[src/rtl/cq_arb_pkg.sv]
// ---------------------------------------------------------------------------
// cq_arb_pkg : requester ids, FSM encodings and helpers for cq_req_arbiter
// Rev 1.0
// ---------------------------------------------------------------------------
`default_nettype none

package cq_arb_pkg;

  localparam int c_num_req    = 3;
  localparam int c_size_width = 32;
  localparam int c_wdog_width = 16;

  typedef enum logic [1:0] {
    REQ_RTC = 2'd0,
    REQ_RRC = 2'd1,
    REQ_EE  = 2'd2
  } req_id_e;

  typedef enum logic [1:0] {
    ST_IDLE  = 2'd0,
    ST_ISSUE = 2'd1,
    ST_WAIT  = 2'd2,
    ST_RESP  = 2'd3
  } arb_state_e;

  function automatic req_id_e next_id(input req_id_e id);
    case (id)
      REQ_RTC: return REQ_RRC;
      REQ_RRC: return REQ_EE;
      default: return REQ_RTC;
    endcase
  endfunction

  function automatic req_id_e onehot_to_id(input logic [c_num_req-1:0] oh);
    if (oh[1]) return REQ_RRC;
    if (oh[2]) return REQ_EE;
    return REQ_RTC;
  endfunction

endpackage

`default_nettype wire

[src/rtl/cq_rr_arbiter.sv]
// ---------------------------------------------------------------------------
// cq_rr_arbiter : 3-way rotating-priority arbiter, search starts after i_last
// Rev 1.0
// ---------------------------------------------------------------------------
`default_nettype none

module cq_rr_arbiter
  import cq_arb_pkg::*;
(
  input  logic [c_num_req-1:0] i_req,
  input  req_id_e              i_last,
  output logic [c_num_req-1:0] o_grant
);

  req_id_e w_cand;
  logic    w_found;

  always_comb begin
    o_grant = '0;
    w_found = 1'b0;
    w_cand  = i_last;
    for (int k = 0; k < c_num_req; k++) begin
      w_cand = next_id(w_cand);
      if (!w_found && i_req[w_cand]) begin
        o_grant[w_cand] = 1'b1;
        w_found         = 1'b1;
      end
    end
  end

endmodule

`default_nettype wire

[src/rtl/cq_req_arbiter.sv]
// ---------------------------------------------------------------------------
// cq_req_arbiter : shares the CQ offset allocator among RTC/RRC/EE requesters
// Rev 1.0
// ---------------------------------------------------------------------------
`default_nettype none

module cq_req_arbiter
  import cq_arb_pkg::*;
#(
  parameter int unsigned INDEX_WIDTH    = 24,
  parameter int unsigned OFFSET_WIDTH   = 24,
  parameter int unsigned TIMEOUT_CYCLES = 255
) (
  input  logic                    clk,
  input  logic                    rst,

  input  logic                    i_rtc_req_valid,
  output logic                    o_rtc_req_ready,
  input  logic [INDEX_WIDTH-1:0]  iv_rtc_cq_index,
  input  logic [31:0]             iv_rtc_cq_size,
  output logic                    o_rtc_resp_valid,
  output logic [OFFSET_WIDTH-1:0] ov_rtc_cq_offset,

  input  logic                    i_rrc_req_valid,
  output logic                    o_rrc_req_ready,
  input  logic [INDEX_WIDTH-1:0]  iv_rrc_cq_index,
  input  logic [31:0]             iv_rrc_cq_size,
  output logic                    o_rrc_resp_valid,
  output logic [OFFSET_WIDTH-1:0] ov_rrc_cq_offset,

  input  logic                    i_ee_req_valid,
  output logic                    o_ee_req_ready,
  input  logic [INDEX_WIDTH-1:0]  iv_ee_cq_index,
  input  logic [31:0]             iv_ee_cq_size,
  output logic                    o_ee_resp_valid,
  output logic [OFFSET_WIDTH-1:0] ov_ee_cq_offset,

  input  logic                    i_cqm_init_finish,
  output logic                    o_cqm_req_valid,
  output logic [INDEX_WIDTH-1:0]  ov_cqm_cq_index,
  output logic [31:0]             ov_cqm_cq_size,
  input  logic                    i_cqm_resp_valid,
  input  logic [OFFSET_WIDTH-1:0] iv_cqm_cq_offset,

  output logic                    o_timeout_err,
  output logic                    o_busy
);

  // Last WAIT cycle before the watchdog forces a response.
  localparam logic [c_wdog_width-1:0] c_wdog_last = c_wdog_width'(TIMEOUT_CYCLES - 1);

  logic [c_num_req-1:0]    w_req_valid;
  logic [c_num_req-1:0]    w_grant;
  logic [c_num_req-1:0]    w_ready;
  logic                    w_hs;
  logic                    w_timeout;
  logic                    w_resp_pulse;
  req_id_e                 w_gid_new;
  logic [INDEX_WIDTH-1:0]  w_idx_sel;
  logic [31:0]             w_size_sel;
  arb_state_e              w_state_nxt;

  arb_state_e              r_state;
  req_id_e                 r_last;
  req_id_e                 r_gid;
  logic [INDEX_WIDTH-1:0]  r_idx;
  logic [31:0]             r_size;
  logic [OFFSET_WIDTH-1:0] r_offset;
  logic [c_wdog_width-1:0] r_wdog;
  logic                    r_err;

  assign w_req_valid = {i_ee_req_valid, i_rrc_req_valid, i_rtc_req_valid};

  cq_rr_arbiter u_rr_arbiter (
    .i_req   (w_req_valid),
    .i_last  (r_last),
    .o_grant (w_grant)
  );

  assign w_ready   = (r_state == ST_IDLE && i_cqm_init_finish) ? w_grant : '0;
  assign w_hs      = |(w_ready & w_req_valid);
  assign w_gid_new = onehot_to_id(w_grant);

  always_comb begin
    w_idx_sel  = iv_rtc_cq_index;
    w_size_sel = iv_rtc_cq_size;
    case (w_gid_new)
      REQ_RRC: begin
        w_idx_sel  = iv_rrc_cq_index;
        w_size_sel = iv_rrc_cq_size;
      end
      REQ_EE: begin
        w_idx_sel  = iv_ee_cq_index;
        w_size_sel = iv_ee_cq_size;
      end
      default: ;
    endcase
  end

  always_comb begin
    w_state_nxt = r_state;
    w_timeout   = 1'b0;
    case (r_state)
      ST_IDLE:  if (w_hs) w_state_nxt = ST_ISSUE;
      ST_ISSUE: w_state_nxt = ST_WAIT;
      ST_WAIT: begin
        // A response in the expiry cycle beats the watchdog.
        if (i_cqm_resp_valid) begin
          w_state_nxt = ST_RESP;
        end else if (r_wdog == c_wdog_last) begin
          w_state_nxt = ST_RESP;
          w_timeout   = 1'b1;
        end
      end
      ST_RESP:  w_state_nxt = ST_IDLE;
      default:  w_state_nxt = ST_IDLE;
    endcase
  end

  always_ff @(posedge clk) begin
    if (rst) begin
      r_state  <= ST_IDLE;
      r_last   <= REQ_EE;
      r_gid    <= REQ_RTC;
      r_idx    <= '0;
      r_size   <= '0;
      r_offset <= '0;
      r_wdog   <= '0;
      r_err    <= 1'b0;
    end else begin
      r_state <= w_state_nxt;
      if (w_hs) begin
        r_gid  <= w_gid_new;
        r_last <= w_gid_new;
        r_idx  <= w_idx_sel;
        r_size <= w_size_sel;
      end
      if (r_state == ST_ISSUE) begin
        r_wdog <= '0;
      end
      if (r_state == ST_WAIT) begin
        if (i_cqm_resp_valid) begin
          r_offset <= iv_cqm_cq_offset;
        end else if (w_timeout) begin
          r_offset <= '0;
          r_err    <= 1'b1;
        end else begin
          r_wdog <= r_wdog + 1'b1;
        end
      end
    end
  end

  assign w_resp_pulse = (r_state == ST_RESP);

  assign o_rtc_req_ready  = w_ready[REQ_RTC];
  assign o_rrc_req_ready  = w_ready[REQ_RRC];
  assign o_ee_req_ready   = w_ready[REQ_EE];

  assign o_rtc_resp_valid = w_resp_pulse && (r_gid == REQ_RTC);
  assign o_rrc_resp_valid = w_resp_pulse && (r_gid == REQ_RRC);
  assign o_ee_resp_valid  = w_resp_pulse && (r_gid == REQ_EE);

  assign ov_rtc_cq_offset = o_rtc_resp_valid ? r_offset : '0;
  assign ov_rrc_cq_offset = o_rrc_resp_valid ? r_offset : '0;
  assign ov_ee_cq_offset  = o_ee_resp_valid  ? r_offset : '0;

  assign o_cqm_req_valid  = (r_state == ST_ISSUE);
  assign ov_cqm_cq_index  = r_idx;
  assign ov_cqm_cq_size   = r_size;
  assign o_timeout_err    = r_err;
  assign o_busy           = (r_state != ST_IDLE);

endmodule

`default_nettype wire
[config.mk]
export PLATFORM = sky130hd
export DESIGN_NAME = cq_req_arbiter
export DESIGN_NICKNAME = d
export VERILOG_FILES = /design/src/rtl/cq_arb_pkg.sv /design/src/rtl/cq_rr_arbiter.sv /design/src/rtl/cq_req_arbiter.sv
export SDC_FILE = /design/constraint.sdc
export NUM_CORES = 1
export LEC_CHECK = 0
export CELL_PAD_IN_SITES_DETAIL_PLACEMENT = 1
export CELL_PAD_IN_SITES_GLOBAL_PLACEMENT = 1
export CORE_UTILIZATION = 23
export CTS_BUF_LIST = sky130_fd_sc_hd__clkbuf_4
export DETAILED_ROUTE_END_ITERATION = 10
export GPL_TIMING_DRIVEN = 0
export PLACE_DENSITY_LB_ADDON = 0.15
export SYNTH_ARGS = -nofsm -noshare
export SYNTH_HDL_FRONTEND = slang
export SYNTH_SLANG_ARGS = --single-unit
[constraint.sdc]
create_clock -name clk -period 2.1 [get_ports clk]
set_input_delay 0.42 -clock clk [delete_from_list [all_inputs] [get_ports clk]]
set_output_delay 0.42 -clock clk [all_outputs]
set_load 0.02 [all_outputs]
### Word level (Yosys, flattened, before mapping)

Index checks and enable logic that the tools add are counted.

* flip-flop bits (word level): 103
* bits of input ports: 199
* output and inout port bits: 137
* logic and storage cells: 100

* add/sub/neg operators: 1
* order comparisons: 6
* equality and inequality tests: 13
* mux-type cells: 46
* bitwise logic cells: 4
* reduce and logical (&&, ||, !) cells: 22

Operator list (count)
* two-way mux 24 bit: 5
* two-way mux 16 bit: 4
* case mux 32 bit (2 select lines): 1
* case mux 24 bit (2 select lines): 1
* adder 16 x 1 -> 16 bit (second input constant): 1
* equality test 16 x 8 -> 1 bit (second input constant): 1
* two-way mux 1 bit: 14
* two-way mux 2 bit: 7
* equality test 2 x 1 -> 1 bit (second input constant): 6
* two-way mux 3 bit: 4
* case mux 2 bit (2 select lines): 3
* zero test 2 bit: 5
* logical AND 1 bit: 9
* less-than comparator 2 x 3 -> 1 bit (second input constant): 3
* equality test 2 bit (second input constant): 4
* case mux 2 bit (4 select lines): 1
* binary-select mux 1 bit (select 2 bit): 3
* demux 1 bit (select 2 bit): 3
* >= comparator 2 x 1 -> 1 bit (second input constant): 3
* bitwise OR 3 bit: 2
* AND reduction 2 bit: 2
* nonzero test 2 bit: 2
* AND 3 bit: 1
* inequality test 3 bit (second input constant): 1
* 5 further kinds: 6

### Logic depth before layout (Yosys ltp)

Gate-level depths: netlist of run 1.

* depth after elaboration: 18
* gate-level depth with buffers: 9
* depth with buffers taken out: 7

### Modules after synthesis

From an unflattened synthesis of run 1, not the netlist that was laid out.

* cells, all modules: 675
* area total of the unflattened synthesis: 5375.2 sq um

By module, submodules not included
* cq_req_arbiter: instances 1, cells an instance 665, area an instance 5315.1 sq um
* cq_rr_arbiter: instances 1, cells an instance 10, area an instance 60.1 sq um

### Worst setup path after synthesis of run 1

Ideal clock, no wire load.

* path kind: input -> output
* start: input i_ee_req_valid
* end: output o_rrc_req_ready
* arrival time: 1.587 ns
* path slack: 0.093 ns
* stages: 6
* buffers on the path: 3
* cell sequence: a21oi_1 -> o21a_1 -> clkbuf_1 -> buf_2 -> buf_2 -> nor2b_1

* cells in the longest elaborated chain, start to end: 10
* elaborated cells on any way between the ends: 18
* classes of those cells: 12 x mux; 2 x bitwise; 4 x reduce/logical

Ends and longest elaborated chain
* start, declared: line cq_req_arbiter.sv:31 `input logic i_ee_req_valid,`
* binary-select mux 1 bit (select 2 bit): line cq_rr_arbiter.sv:24 `if (!w_found && i_req[w_cand]) begin`
* two-way mux 1 bit (implied by the code): line cq_rr_arbiter.sv:24
* two-way mux 1 bit: line cq_rr_arbiter.sv:24
* zero test 1 bit: line cq_rr_arbiter.sv:24
* logical AND 1 bit: line cq_rr_arbiter.sv:24
* two-way mux 1 bit: line cq_rr_arbiter.sv:24
* zero test 1 bit: line cq_rr_arbiter.sv:24
* logical AND 1 bit: line cq_rr_arbiter.sv:24
* two-way mux 3 bit (*): line cq_rr_arbiter.sv:24
* two-way mux 3 bit (*): line cq_req_arbiter.sv:80 `assign w_ready = (r_state == ST_IDLE && i_cqm_init_finish) ? w_grant : '0;`
* end, declared: line cq_req_arbiter.sv:25 `output logic o_rrc_req_ready,`

Every way passes the cells marked *; elsewhere a longest branch is shown, timed or not. The select of a mux whose other input is x is not followed.

### Worst setup path in the final report of run 1

* start: register r_state[1]
* end: output ov_rtc_cq_offset[6]

* cells in the longest elaborated chain, start to end: 3

Ends and longest elaborated chain
* start, declared: line cq_req_arbiter.sv:63 `arb_state_e r_state;`
* start signal, assigned: line cq_req_arbiter.sv:131 `r_state <= w_state_nxt;`
* equality test 2 bit: line cq_req_arbiter.sv:154 `assign w_resp_pulse = (r_state == ST_RESP);`
* logical AND 1 bit: line cq_req_arbiter.sv:160 `assign o_rtc_resp_valid = w_resp_pulse && (r_gid == REQ_RTC);`
* two-way mux 24 bit: line cq_req_arbiter.sv:164 `assign ov_rtc_cq_offset = o_rtc_resp_valid ? r_offset : '0;`
* end, declared: line cq_req_arbiter.sv:22 `output logic [OFFSET_WIDTH-1:0] ov_rtc_cq_offset,`

Every way passes these cells.

==> results.tsv, run 1 <==
metric	value	unit
synth-seq-cells	102	
clk_path_buf_depth	2	
cts_buffers	9	
grt_overflow_total	0	
drive_above_1_share	0.283	
timing.final.crit_period	2.26	ns
synth_compound_area_frac	0.235	
avgSynthCellArea	9.31	um2
synth_area_leaders	dfxtp_1 41%, mux2i_1 9.8%, and2_1 9.1%	
grt_pass1_vias	6078	
clock_latency	0.48	ns
wl_per_cell	19.5	um
switchingPower	2390	uW
clkPwrFrac	0.210	
seq_area_frac_synth	0.409	
drc_errors	0	
p_seq_frac	0.367	
timing.final.ws_setup	-0.162	ns
die_w	149	um
nFillCells	2327	
synth.area.mux_share	0.0981	
synth_xor_area_frac	0.0140	
multi_input_area	0.00306	mm2
fin_nets	1119	
antenna_found_initial	4	
rsz0062_at_grt	yes	
worstMarginPinSlew	0.786	ns
async_flop_share	0	
cts.sinks	102	
power	6860	uW
synth_largest_area_cell	dfxtp_1	
yosys.area_share.simple	0.189	
layout.area.seq	0.00206	mm2
post-route-period-util	1.08	
via_per_inst	4.84	
crit_fanout	5	
hold_violations	0	
worst-endpoint-required	1.68	ns
vias	5789	
yosys_warnings	0	
clk_pin_slew_worst_paths	0.16	ns
cts_tree	built	
io_buffers	335	
synth_edf_count	0	
crit_path_end_kind	primary output	
area_growth	94.6	%
cap_violations	0	
start_kind	flip-flop	
clock_skew	0.0183	ns
critical_path_arrival	1.84	ns
clockRootBuffer	clkbuf_4	
antenna_left	0	
p_int	4470	uW
layout_commonest_cell	clkdlybuf4s50_1	
peakVddDrop	336	uV
grt_max_degree	17	
fin_cells	1197	
netlist_area	0.00500	mm2
drt_first_pass_iters	8	
die_area	0.0223	mm2
postSynthCellCount	537	
hold_path_class	reg2reg	
slew_viol_final	0	
pin_count	336	
outcome	complete, but fails checks	
power.density	705	mW/mm2
setup_viol	70	
rows	53	
ys.flop_type	dfxtp_1	
dp_hpwl	17900	um
drt_iter0_drc	191	
leakage	0.00382	uW
grt_pass1_wl	33300	um
coreArea	0.0212	mm2
slew_headroom	0.476	
switching_share	0.349	
synth_fp_nets	743	
criticalPathCategory	reg2out	
synth_top_cell_area_share	0.409	
h-tree-depth	3	
synth_top_family_by_area	compound AO/OA/AOI/OAI gates	
dp.cells	1147	
violations	setup timing	
start_util	0.236	
cts_hold_buffers	0	
wirelength	23300	um
grtUsageTotal	0.196	
mostFrequentLayoutCells	252 x clkdlybuf4s50_1, 95 x dfxtp_1, 84 x buf_6	
fmax	0.442	GHz
fp.dieH	149	um
globalplace.congestion	0.808	
yosys.area_share.adder	0.0175	
p_comb_frac	0.423	
yosysUniqueCellTypes	49	
critical path, stage by stage (launching register included):
cell and delay, ns:
dfxtp_4 0.40, ha_4 0.15, nor3b_4 0.26, buf_6 0.17, clkbuf_16 0.14, and2_4 0.14, buf_6 0.11
cell families after synthesis:
kind of cell,after synthesis
buffers and inverters,44
adder cells (fa/ha/maj),7
AO/OA/AOI/OAI,166
AND/OR/NAND/NOR,161
XOR/XNOR,8
multiplexers,49
flip-flops,102
layout make-up:
class                   instances  area share
repair buffers                367       0.385
multi-input cells             392       0.314
flip-flops and latches        102       0.212
well taps                     275      0.0354
plain buffers                  35      0.0284
clock inverters                 6      0.0138
clock buffers                  10     0.00772
inverters                       6     0.00232
diodes                          4     0.00103
power by group through the flow:
stage	Clock (uW)	Combinational (uW)	Sequential [uW]
floorplan	0	1010	2770
global placement	0	2550	2500
detailed placement	0	2620	2520
CTS	1510	2830	2500
global route	1580	3100	2550
finish	1440	2900	2510
Yosys cell counts, types with 7 or more instances:
library cell,n
a22oi_1,48
and2_1,73
a21oi_1,8
clkbuf_1,28
nand2_1,8
nor2_1,32
a222oi_1,8
o21ai_0,45
nand3_1,7
mux2i_1,49
o21ai_1,7
a211oi_1,9
a22o_1,25
ha_1,7
dfxtp_1,102
buf_2,7
repair_timing:
item / 4_1_cts / 5_1_grt
cloned: 3 / 5
endpoints found under the setup margin: 174 / 144
setup buffers: 17 / 8
pin swaps: 15 / 6
resized for setup: 558 / 89
sequential cells by signal, indices dropped and copies added, names as in the netlist:
name	flops
o_timeout_err	1
ov_cqm_cq_index	24
ov_cqm_cq_size	32
r_gid	1
r_last	2
r_offset	24
r_state	2
r_wdog	16
metrics by stage:
stage | instance area (um2) | utilization | TNS, ns | hold slack (ns) | setup slack (ns)
final | 9730 | 0.460 | -7.10 | 0.500 | -0.162
after global routing | 9720 | 0.460 | -16.38 | 0.488 | -0.271
after CTS | 9390 | 0.444 | -10.16 | 0.468 | -0.232
after detailed placement | 8700 | 0.411 | -77.92 | 0.468 | -1.25
after global placement | 8700 | 0.411 | -70.58 | 0.461 | -1.21
after floorplan | 5000 | - | 0 | 0.448 | 0.0932
path summary, 6_finish.rpt:
kind	from	endpoint	slack [ns]	cells after the start
worst max register to register	r_state[0]	r_wdog[3]	0	7
worst min register to register	o_timeout_err	o_timeout_err	0.50	2
worst min-delay path	o_timeout_err	o_timeout_err	0.50	2
worst max-delay path	r_state[1]	ov_rtc_cq_offset[6]	-0.16	6
per-layer routing:
| metal | up-vias | wire length [um] | global-route usage |
|---|---|---|---|
| li1 | 2742 | - | - |
| met1 | 2778 | 8070 | 0.187 |
| met2 | 237 | 12900 | 0.384 |
| met3 | 32 | 1690 | 0.0585 |
| met4 | 0 | 624 | 0.0801 |
| met5 | - | 0 | 0 |
No activity file was read; power rests on OpenSTA's default activity.
==> run 2: changes to the inputs <==
ABC_AREA = 1   (was not set)
==> results.tsv, run 2 <==
metric	value	unit	change
worstMarginPinSlew	0.620	ns	was 0.786 ns
timing.final.ws_setup	-0.208	ns	was -0.162 ns
fin_nets	1505		was 1119
synth_edf_count	0		unchanged
antenna_found_initial	1		was 4
area_growth	95.8	%	was 94.6%
cap_violations	0		unchanged
rr_worst_depth	14		was 7
grt_max_degree	17		unchanged
cts.sinks	102		unchanged
crit_path_end_kind	primary output		unchanged
pin_count	336		unchanged
r2r_end	ov_cqm_cq_index[14]		was r_wdog[3]
critical_path_arrival	1.89	ns	was 1.84 ns
die_area	0.0257	mm2	was 0.0223 mm2
leakage	0.00441	uW	was 0.00382 uW
slew_viol_final	0		unchanged
mostFrequentLayoutCells	252 x clkdlybuf4s50_1, 201 x nand2_1, 107 x nor2_1		was 252 x clkdlybuf4s50_1, 95 x dfxtp_1, 84 x buf_6
nFillCells	2996		was 2327
clock_latency	0.50	ns	was 0.48 ns
r2r_slack	0.06	ns	was 0 ns
finish.utilization	0.461		was 0.460
largest_register_ffs	32		unchanged
wl_per_cell	17.0	um	was 19.5 um
clockRootBuffer	clkbuf_4		unchanged
holdPathStages	3		was 2
fin_setup_tns	-9.28	ns	was -7.10 ns
antenna_left	0		unchanged
outcome	complete, but fails checks		unchanged
fp.dieH	160	um	was 149 um
grtUsageTotal	0.211		was 0.196
crit_fanout	6		was 5
clk_path_buf_depth	2		unchanged
drive_above_1_share	0.257		was 0.283
slew_headroom	0.583		was 0.476
setup_viol	71		was 70
rows	57		was 53
via_per_inst	4.55		was 4.84
die_w	160	um	was 149 um
synth_top_cell_area_share	0.355		was 0.409
placed_area	0.00951	mm2	was 0.00870 mm2
power	12700	uW	was 6860 uW
grt_pass1_wl	42200	um	was 33300 um
h-tree-depth	3		unchanged
drt_first_pass_iters	4		was 8
rsz0062_at_grt	yes		unchanged
hold_violations	0		unchanged
violations	setup timing		unchanged
worst-endpoint-required	1.68	ns	about the same
peakVddDrop	467	uV	was 336 uV
hold_start	i_cqm_resp_valid		was o_timeout_err
postSynthCellCount	917		was 537
wirelength	27600	um	was 23300 um
grt_pass1_vias	7736		was 6078
grt_overflow_total	0		unchanged
synth-seq-cells	102		unchanged
fin_area	0.0113	mm2	was 0.00973 mm2
yosysUniqueCellTypes	29		was 49
clk_pin_slew_worst_paths	0.17	ns	was 0.16 ns
ys.flop_type	dfxtp_1		unchanged
hold_path_class	in2reg		was reg2reg
avgSynthCellArea	6.28	um2	was 9.31 um2
synth_largest_area_cell	dfxtp_1		unchanged
criticalPathCategory	reg2out		unchanged
post-route-period-util	1.10		was 1.08
holdWs	0.378	ns	was 0.500 ns
cts_hold_buffers	0		unchanged
timing.final.crit_period	2.31	ns	was 2.26 ns
clock_skew	0.0267	ns	was 0.0183 ns
synth_fp_nets	1123		was 743
synth_area_leaders	dfxtp_1 35%, nand2_1 14%, nor2_1 13%		was dfxtp_1 41%, mux2i_1 9.8%, and2_1 9.1%
cts_tree	built		unchanged
drt_iter0_drc	219		was 191
async_flop_share	0		unchanged
yosys_warnings	0		unchanged
dp_hpwl	20300	um	was 17900 um
coreArea	0.0245	mm2	was 0.0212 mm2
start_util	0.235		was 0.236
io_buffers	334		was 335
power.density	1130	mW/mm2	was 705 mW/mm2
layout_commonest_cell	clkdlybuf4s50_1		unchanged
start_kind	flip-flop		unchanged
cts_buffers	9		unchanged
worstReg2RegStart	r_last[0]		was r_state[0]
globalplace.congestion	0.788		was 0.808
yosysMostFrequentCell	nand2_1		was dfxtp_1
fmax	0.433	GHz	was 0.442 GHz
synth_commonest_cells	208 x nand2_1, 199 x nor2_1, 102 x dfxtp_1, 98 x nand3_1, 74 x o21ai_0		was 102 x dfxtp_1, 73 x and2_1, 49 x mux2i_1, 48 x a22oi_1, 45 x o21ai_0
seq_area_frac_synth	0.355		was 0.409
vias	7417		was 5789
hold_end	r_offset[0]		was o_timeout_err
netlist_area	0.00576	mm2	was 0.00500 mm2
drc_errors	0		unchanged
## run 2: cell types whose count changed after synthesis, moves of 29 or more
cell,before,now
nand2_1,8,208
nor2_1,32,199
nand3_1,7,98
and2_1,73,0
inv_1,6,64
mux2i_1,49,0
a22oi_1,48,0
a21oi_1,8,42
o21ai_0,45,74
## run 2: how the worst max path moves through the flow
stage | from | endpoint | slack [ns] | depth (start not counted)
after floorplan | r_state[0] | ov_ee_cq_offset[10] | -0.13 | 6
after global placement | i_ee_req_valid | o_rtc_req_ready | -0.80 | 10
after detailed placement | i_ee_req_valid | o_ee_req_ready | -0.77 | 11
after CTS | r_state[1] | ov_rtc_cq_offset[14] | -0.20 | 7
after global routing | r_last[0] | o_rtc_req_ready | -0.35 | 10
final | r_state[0] | ov_ee_cq_offset[2] | -0.21 | 7
## run 2: metal layers
layer	track usage	wire (um)	part of all wire
met2	0.391	14600	0.53
met3	0.0608	1600	0.058
met4	0.0424	366	0.013
met1	0.237	11000	0.40
met5	0	0	0
## run 2: critical path, cell delays in order, from the launching register on
cell and delay (ns):
dfxtp_4 0.41, ha_4 0.14, inv_4 0.05, nor3_4 0.23, inv_4 0.12, buf_4 0.17
nor2_1 0.14, buf_4 0.17
## run 2: cells by family (layout without fill, tap and decap cells)
kind of cell,after synthesis,in the layout,synth area share
compound gates,140,140,0.126
flops,102,102,0.355
simple gates,541,541,0.400
other cells,0,1,0
buf+inv,127,514,0.103
fa+ha+maj,7,7,0.0152
## run 2: area by class of cell
class | count | area, um2 | share of cell area
well taps | 324 | 405 | 0.0360
clock inverters | 6 | 85.1 | 0.00755
clock buffers | 10 | 75.1 | 0.00666
repair buffers | 372 | 3900 | 0.346
inverters | 68 | 278 | 0.0247
plain buffers | 58 | 596 | 0.0529
diodes | 1 | 2.50 | 0.000222
flip-flops and latches | 102 | 2060 | 0.182
multi-input cells | 688 | 3870 | 0.344
## run 2: what timing repair did
item                       in CTS  in global routing
setup endpoints to repair     102                166
buffers inserted               17                  8
resized for setup             666                145
pin swaps                      12                  9
cloned                          6                  7
## run 2: per-stage QoR
step | setup WS (ns) | std cells
floorplan | -0.128 | 917
global placement | -0.798 | 1575
detailed placement | -0.765 | 1575
CTS | -0.205 | 1614
global route | -0.347 | 1629
finish | -0.208 | 1629
## run 2: report_power, final
group / total [uW] / internal (uW) / switching [uW]
clock network: 1210 / 496 / 719
registers: 2940 / 2560 / 379
logic: 8570 / 3860 / 4710
